## src/rtl/reset_sequencer.sv

```systemverilog
// reset_sequencer: synchronises the board reset, holds every reset domain
// through the BRAM warm-up window, then releases memory, peripherals and
// CPU in order. Also runs a CPU-requested soft reset that skips the warm-up.
module reset_sequencer #(
    parameter int SYNC_STAGES   = 2,
    parameter int WARMUP_CYCLES = 65535,
    parameter int STAGE_GAP     = 16,
    parameter int SOFT_HOLD     = 256
) (
    input  logic       clock_in,
    input  logic       reset_ext,
    input  logic       soft_reset_req,
    output logic       mem_resetn,
    output logic       periph_resetn,
    output logic       cpu_resetn,
    output logic       ready,
    output logic [1:0] reset_cause
);

    typedef enum logic [2:0] {
        S_SYNC,
        S_WARMUP,
        S_REL_MEM,
        S_REL_PERIPH,
        S_RUN,
        S_SOFT
    } state_e;

    localparam logic [1:0] CAUSE_EXT  = 2'b01;
    localparam logic [1:0] CAUSE_SOFT = 2'b10;

    // One shared down-counter sized for the longest hold; the extra bit
    // keeps the load values clear of the top of the range.
    localparam int MAX_WG  = (WARMUP_CYCLES > STAGE_GAP) ? WARMUP_CYCLES : STAGE_GAP;
    localparam int MAX_CNT = (MAX_WG > SOFT_HOLD) ? MAX_WG : SOFT_HOLD;
    localparam int CNT_W   = $clog2(MAX_CNT) + 1;

    // Each hold lasts (load + 1) edges including the edge that leaves it.
    localparam logic [CNT_W-1:0] WARM_LOAD = CNT_W'(WARMUP_CYCLES - 1);
    localparam logic [CNT_W-1:0] GAP_LOAD  = CNT_W'(STAGE_GAP - 1);
    localparam logic [CNT_W-1:0] SOFT_LOAD = CNT_W'(SOFT_HOLD - 1);

    // The SYNC->WARMUP transition of the state register acts as the final
    // synchroniser stage, so only SYNC_STAGES-1 dedicated flops are needed
    // for the deassertion to take exactly SYNC_STAGES edges.
    localparam int SYNC_W = SYNC_STAGES - 1;

    logic [SYNC_W-1:0] sync_q;
    logic              sync_done;

    state_e            state_q, state_d;
    logic [CNT_W-1:0]  cnt_q, cnt_d;

    logic              mem_q, mem_d;
    logic              periph_q, periph_d;
    logic              cpu_q, cpu_d;
    logic              ready_q, ready_d;
    logic [1:0]        cause_q, cause_d;

    // Deassertion synchroniser: shifts in ones once reset_ext is high.
    always_ff @(posedge clock_in or negedge reset_ext) begin
        if (!reset_ext) begin
            sync_q <= '0;
        end else begin
            // NOTE: sequential state is always assigned with <= so every flop
            // samples the pre-edge value of its neighbours.
            sync_q <= SYNC_W'({sync_q, 1'b1});
        end
    end

    assign sync_done = sync_q[SYNC_W-1];

    // State and counter register.
    always_ff @(posedge clock_in or negedge reset_ext) begin
        if (!reset_ext) begin
            state_q <= S_SYNC;
            cnt_q   <= '0;
        end else begin
            state_q <= state_d;
            cnt_q   <= cnt_d;
        end
    end

    // Next-state and counter logic; the counter reloads on every state entry.
    always_comb begin
        // NOTE: defaults first so every path assigns both signals and no
        // latch is inferred.
        state_d = state_q;
        cnt_d   = cnt_q;
        unique case (state_q)
            S_SYNC: begin
                if (sync_done) begin
                    state_d = S_WARMUP;
                    cnt_d   = WARM_LOAD;
                end
            end
            S_WARMUP: begin
                if (cnt_q == '0) begin
                    state_d = S_REL_MEM;
                    cnt_d   = GAP_LOAD;
                end else begin
                    cnt_d = cnt_q - 1'b1;
                end
            end
            S_REL_MEM: begin
                if (cnt_q == '0) begin
                    state_d = S_REL_PERIPH;
                    cnt_d   = GAP_LOAD;
                end else begin
                    cnt_d = cnt_q - 1'b1;
                end
            end
            S_REL_PERIPH: begin
                if (cnt_q == '0) begin
                    state_d = S_RUN;
                    cnt_d   = '0;
                end else begin
                    cnt_d = cnt_q - 1'b1;
                end
            end
            S_RUN: begin
                if (soft_reset_req) begin
                    state_d = S_SOFT;
                    cnt_d   = SOFT_LOAD;
                end
            end
            S_SOFT: begin
                if (cnt_q == '0) begin
                    state_d = S_REL_MEM;
                    cnt_d   = GAP_LOAD;
                end else begin
                    cnt_d = cnt_q - 1'b1;
                end
            end
            default: begin
                state_d = S_SYNC;
                cnt_d   = '0;
            end
        endcase
    end

    // Output decode from the next state so the registered outputs change on
    // the same edge as the state they describe.
    always_comb begin
        mem_d    = (state_d == S_REL_MEM) || (state_d == S_REL_PERIPH) || (state_d == S_RUN);
        periph_d = (state_d == S_REL_PERIPH) || (state_d == S_RUN);
        cpu_d    = (state_d == S_RUN);
        ready_d  = (state_d == S_RUN);
        cause_d  = cause_q;
        if ((state_q == S_RUN) && (state_d == S_SOFT)) begin
            cause_d = CAUSE_SOFT;
        end
    end

    // Output register: every output is a flop, cleared asynchronously.
    always_ff @(posedge clock_in or negedge reset_ext) begin
        if (!reset_ext) begin
            mem_q    <= 1'b0;
            periph_q <= 1'b0;
            cpu_q    <= 1'b0;
            ready_q  <= 1'b0;
            cause_q  <= CAUSE_EXT;
        end else begin
            mem_q    <= mem_d;
            periph_q <= periph_d;
            cpu_q    <= cpu_d;
            ready_q  <= ready_d;
            cause_q  <= cause_d;
        end
    end

    assign mem_resetn    = mem_q;
    assign periph_resetn = periph_q;
    assign cpu_resetn    = cpu_q;
    assign ready         = ready_q;
    assign reset_cause   = cause_q;

endmodule

```

## config.mk

```make
export PLATFORM = sky130hd
export DESIGN_NAME = reset_sequencer
export DESIGN_NICKNAME = d
export VERILOG_FILES = /design/src/rtl/reset_sequencer.sv
export SDC_FILE = /design/constraint.sdc
export NUM_CORES = 1
export LEC_CHECK = 0
export BUFFER_PORTS_ARGS = -buffer_cell sky130_fd_sc_hd__buf_4
export CORE_ASPECT_RATIO = 1.2
export CORE_UTILIZATION = 59
export CTS_CLUSTER_DIAMETER = 60
export DETAILED_ROUTE_END_ITERATION = 6
export PLACE_DENSITY_LB_ADDON = 0.1
export SYNTH_ARGS = -nofsm -noshare
export SYNTH_HDL_FRONTEND = slang
export SYNTH_SLANG_ARGS = --single-unit
```

## constraint.sdc

```tcl
create_clock -name clock_in -period 1.9 [get_ports clock_in]
set_input_delay 0.38 -clock clock_in [delete_from_list [all_inputs] [get_ports clock_in]]
set_output_delay 0.38 -clock clock_in [all_outputs]
set_load 0.05 [all_outputs]
```

Word level (Yosys, flattened, before mapping)

Index checks and enable logic that the tools add are counted.

Register bits after elaboration: 26
Input bits: 3
Output and inout port bits: 6
Logic and storage cells: 39

Add/sub/neg operators: 1
Eq/ne operators: 11
Muxes and demuxes: 11
Reduce and logical (&&, ||, !) cells: 9

Operators with widths:

| operator                                                             | number |
|---|---|
| 17-bit two-way mux                                                   | 4 |
| 17-bit case mux with 4 select lines                                  | 1 |
| 17-bit logical NOT                                                   | 1 |
| 17-bit by 1-bit subtractor with 17-bit output, second input constant | 1 |
| 3-bit two-way mux                                                    | 5 |
| 3-bit case mux with 5 select lines                                   | 1 |
| 3-bit by 2-bit == test with 1-bit output, second input constant      | 4 |
| 3-bit == test, second input constant                                 | 4 |
| 2-bit inequality test, second input constant                         | 2 |
| 3-bit by 1-bit == test with 1-bit output, second input constant      | 1 |
| 3-bit logical NOT                                                    | 1 |
| 1-bit logical OR                                                     | 3 |
| 3-bit OR reduction                                                   | 1 |
| 2-bit AND reduction                                                  | 1 |
| 2-bit OR reduction                                                   | 1 |
| 1-bit logical AND                                                    | 1 |

Longest topological paths before layout

Word-level depth: 6
Depth in mapped cells: 8
Gate-level depth less buffers: 7

Worst setup path before layout

OpenSTA, ideal clock, no wires.

Kind: register -> register
Start: register cnt_q[0]
End: register cnt_q[11]
Arrival: 1.618 ns
Data required time: 1.776 ns
Setup slack: 0.158 ns
Stages on the path, launching flop included: 9
Path through: dfrtp_1 inv_1 ha_1 nor4b_2 nand3_1 o211ai_2 buf_4 o21ai_0 a211o_1

Cells in the longest elaborated chain, start to end: 3
Elaborated cells between the ends (all ways): 5
Those cells by class: add/sub (1); mux (3); reduce/logical (1)

Ends and longest elaborated chain:

| what                                                                                | line | text |
|---|---|---|
| from (decl)                                                                         | 52   | `logic [CNT_W-1:0] cnt_q, cnt_d;` |
| from (signal assigned)                                                              | 80   | `cnt_q <= cnt_d;` |
| 17-bit by 1-bit subtractor with 17-bit output or 17-bit logical NOT (tied branches) | --   |  |
| 17-bit two-way mux, on equally long branches                                        | --   |  |
| 17-bit case mux with 4 select lines (*)                                             | 90   | `unique case (state_q)` |

Every way passes the cells marked *; elsewhere a longest branch is shown, timed or not.
A chain may end at the register's enable or synchronous reset.

Worst setup path in the final report

Start: register cnt_q[1]
End: register cnt_q[16]

The elaborated chain is that of the path after synthesis.

==> results.sh <==
export IMPL_status="finished, final reports clean"
export IMPL_syn_nets=181
export IMPL_num_rows=20
export IMPL_grt_pass1_vias=1491
export IMPL_grt_pass1_wl_mm=6.47
export IMPL_timing_final_ws_setup_ps=66.1
export IMPL_hold_violations=0
export IMPL_syn_area_per_cell_um2=8.80
export IMPL_postRouteAntennaNets=0
export IMPL_synthTopCellsByArea="dfrtp_1 40%, o21ai_0 6.1%, nand2_1 3.6%, nor2_1 3.6%, nor3_1 3.2%"
export IMPL_final_setup_tns_ps=0
export IMPL_io_pins=9
export IMPL_cts_inserted_buffers=3
export IMPL_ys_warnings_count=0
export IMPL_dieHeight_um=58.1
export IMPL_final_util=0.752
export IMPL_place_ws_ps=-88.3
export IMPL_dp_hpwl_mm=2.70
export IMPL_die_x_um=48.8
export IMPL_ir_drop_v=0.000633
export IMPL_whs_ps=372
export IMPL_vias=1483
export IMPL_clockBufferDepth=2
export IMPL_drv_cap=0
export IMPL_synth_ff_type="dfrtp_1"
export IMPL_antenna_cells=0
export IMPL_drv_slew=0
export IMPL_setup_violations_final=0
export IMPL_path_class="reg -> reg"
export IMPL_hold_path_class="in -> reg"
export IMPL_grt_max_degree=27
export IMPL_p_leak_nw=0.804
export IMPL_wirelength_mm=3.99
export IMPL_die_area_um2=2840
export IMPL_yosysTopAreaCellShare=0.404
export IMPL_core_um2=2500
export IMPL_cp_end_kind="register"
export IMPL_drtPass1Iterations=4
export IMPL_worstPathArrival_ps=2090
export IMPL_synth_common_cells="25 x dfrtp_1, 19 x o21ai_0, 15 x nand2_1, 15 x nor2_1, 10 x nor3_1"
export IMPL_syn_inst=176
export IMPL_postSynth_asyncResetShare=1.00
export IMPL_htree_levels=1
export IMPL_antenna_found_initial=0
export IMPL_routed_via_density=6.39
export IMPL_startpoint_type="register"
export IMPL_yosysSeqAreaShare=0.421
export IMPL_clkSinkCount=26
export IMPL_synth_cell_types=49
export IMPL_skew_ps=8.92
export IMPL_drc_errors=0
export IMPL_ys_seq_elements=26
export IMPL_cts_tree="yes"
export IMPL_clkSlewWorstSetupHoldPaths_ps=150
export IMPL_avgRoutedWirePerCell_um=17.2
export IMPL_area_growth_pct=21.5
export IMPL_synth_area_um2=1550
export IMPL_gp_congestion=0.882
export IMPL_groute_usage_overall=0.301
export IMPL_fmax_mhz=545
export IMPL_first_iter_violations=93
export IMPL_period_minus_slack_ps=1830
export IMPL_gr_total_overflow=0
export IMPL_synth_most_common_cell="dfrtp_1"
export IMPL_synth_edf_count=0
export IMPL_post_route_period_util=0.965
export IMPL_start_util=0.619
export IMPL_required_ps=2150
export IMPL_fin_nets=205
export IMPL_yosys_area_top_type="dfrtp_1"
export IMPL_clkLatencyLatePin_ps=340
export IMPL_dp_cells=222
export IMPL_drive_above_1_share=0.256
export IMPL_cts_root_buf="clkbuf_4"
export IMPL_fin_cells=232
export IMPL_io_buffers=8
export IMPL_path_max_fanout=5
export IMPL_power_density_nw_per_um2=979
[worst max-delay path, stage by stage, from the launching register on]
cell and delay (ps):
dfrtp_1 430, inv_2 100, ha_4 130, nor4b_4 240
nand3_2 140, o211ai_4 260, buf_4 170, o21ai_0 80
a21o_1 200
[cell families after synthesis]
kind of cell | synth area share
and+or+nand+nor | 0.260
buffers and inverters | 0.0444
muxes | 0.00646
AOI/OAI and AO/OA | 0.233
other | 0.00242
adders and majority gates | 0.0162
xor gates and xnor gates | 0.0170
DFF | 0.421
[state kept, by name (all words and copies together), names as in the netlist]
name	count
cnt_q	17
mem_resetn	1
periph_resetn	1
ready	1
reset_cause	2
state_q	3
sync_done	1
[area by class of cell]
type | count | area (um2)
multi-input cells | 135 | 890
well taps | 33 | 41.3
fillers | 182 | 621
clock inverters | 1 | 30.0
flip-flops and latches | 26 | 652
repair buffers | 30 | 231
inverters | 4 | 15.0
clock buffers | 3 | 22.5
[layout by cell type, fill, tap and decap left out, types with 2 or more instances in the layout]
| cell type | instances |
|---|---|
| o31a_1 | 2 |
| and3_1 | 5 |
| and2_1 | 3 |
| o2111a_1 | 2 |
| nor3_1 | 10 |
| nor3_4 | 2 |
| o21ai_0 | 16 |
| a211o_1 | 3 |
| nor4_2 | 2 |
| a21oi_1 | 9 |
| inv_2 | 2 |
| nand3_2 | 2 |
| o21ai_1 | 3 |
| nand3_1 | 7 |
| xnor2_1 | 3 |
| buf_4 | 28 |
| a21o_1 | 2 |
| dfrtp_1 | 25 |
| nand2_1 | 15 |
| nor2_1 | 15 |
| o211ai_1 | 2 |
| or2_2 | 2 |
| inv_1 | 2 |
| a31oi_1 | 2 |
| or3_1 | 2 |
| clkbuf_4 | 3 |
| nand2b_1 | 3 |
[metrics by stage]
| stage | power [W] | area (um2) |
|---|---|---|
| floorplan | 0.00112 | 1550 |
| global placement | 0.00130 | 1720 |
| detailed placement | 0.00133 | 1720 |
| CTS | 0.00173 | 1810 |
| global route | 0.00194 | 1880 |
| finish | 0.00184 | 1880 |
[final timing paths]
| kind | from | end | slack [ps] | depth (start not counted) |
|---|---|---|---|---|
| setup / recovery | cnt_q[1]$_DFFE_PN0P_ | cnt_q[16]$_DFFE_PN0P_ | 70 | 8 |
| setup reg to reg | cnt_q[1]$_DFFE_PN0P_ | cnt_q[16]$_DFFE_PN0P_ | 70 | 8 |
| min in group asynchronous | reset_ext | state_q[2]$_DFF_PN0_ | 470 | 2 |
| max in group asynchronous | reset_ext | reset_cause[0]$_DFFE_PN1P_ | 1140 | 2 |
| hold reg to reg | reset_cause[0]$_DFFE_PN1P_ | reset_cause[0]$_DFFE_PN1P_ | 470 | 1 |
| hold / removal | soft_reset_req | reset_cause[1]$_DFFE_PN0P_ | 370 | 3 |
[metal layers]
layer	routed length [um]	GRT usage	up-vias
met5	0	0	-
li1	-	-	689
met2	2040	0.514	56
met1	1620	0.353	720
met4	128	0.181	0
met3	201	0.0577	18
[report_power, final]
part / total [W] / switching [W] / leakage [nW] / internal [W]
combinational: 0.000658 / 0.000307 / 0.459 / 0.000351
clock: 0.000391 / 0.000177 / 0.0279 / 0.000214
sequential: 0.000794 / 0.000130 / 0.317 / 0.000665
total: 0.00184 / 0.000614 / 0.804 / 0.00123
[repair_timing]
action,4_1_cts,5_1_grt
hold endpoints to repair,25,0
pin swaps,2,6
buffers inserted,1,4
hold buffers,1,0
setup endpoints to repair,4,14
resized for setup,4,11
gates cloned,0,0
Power figures use the tool's default switching activity.
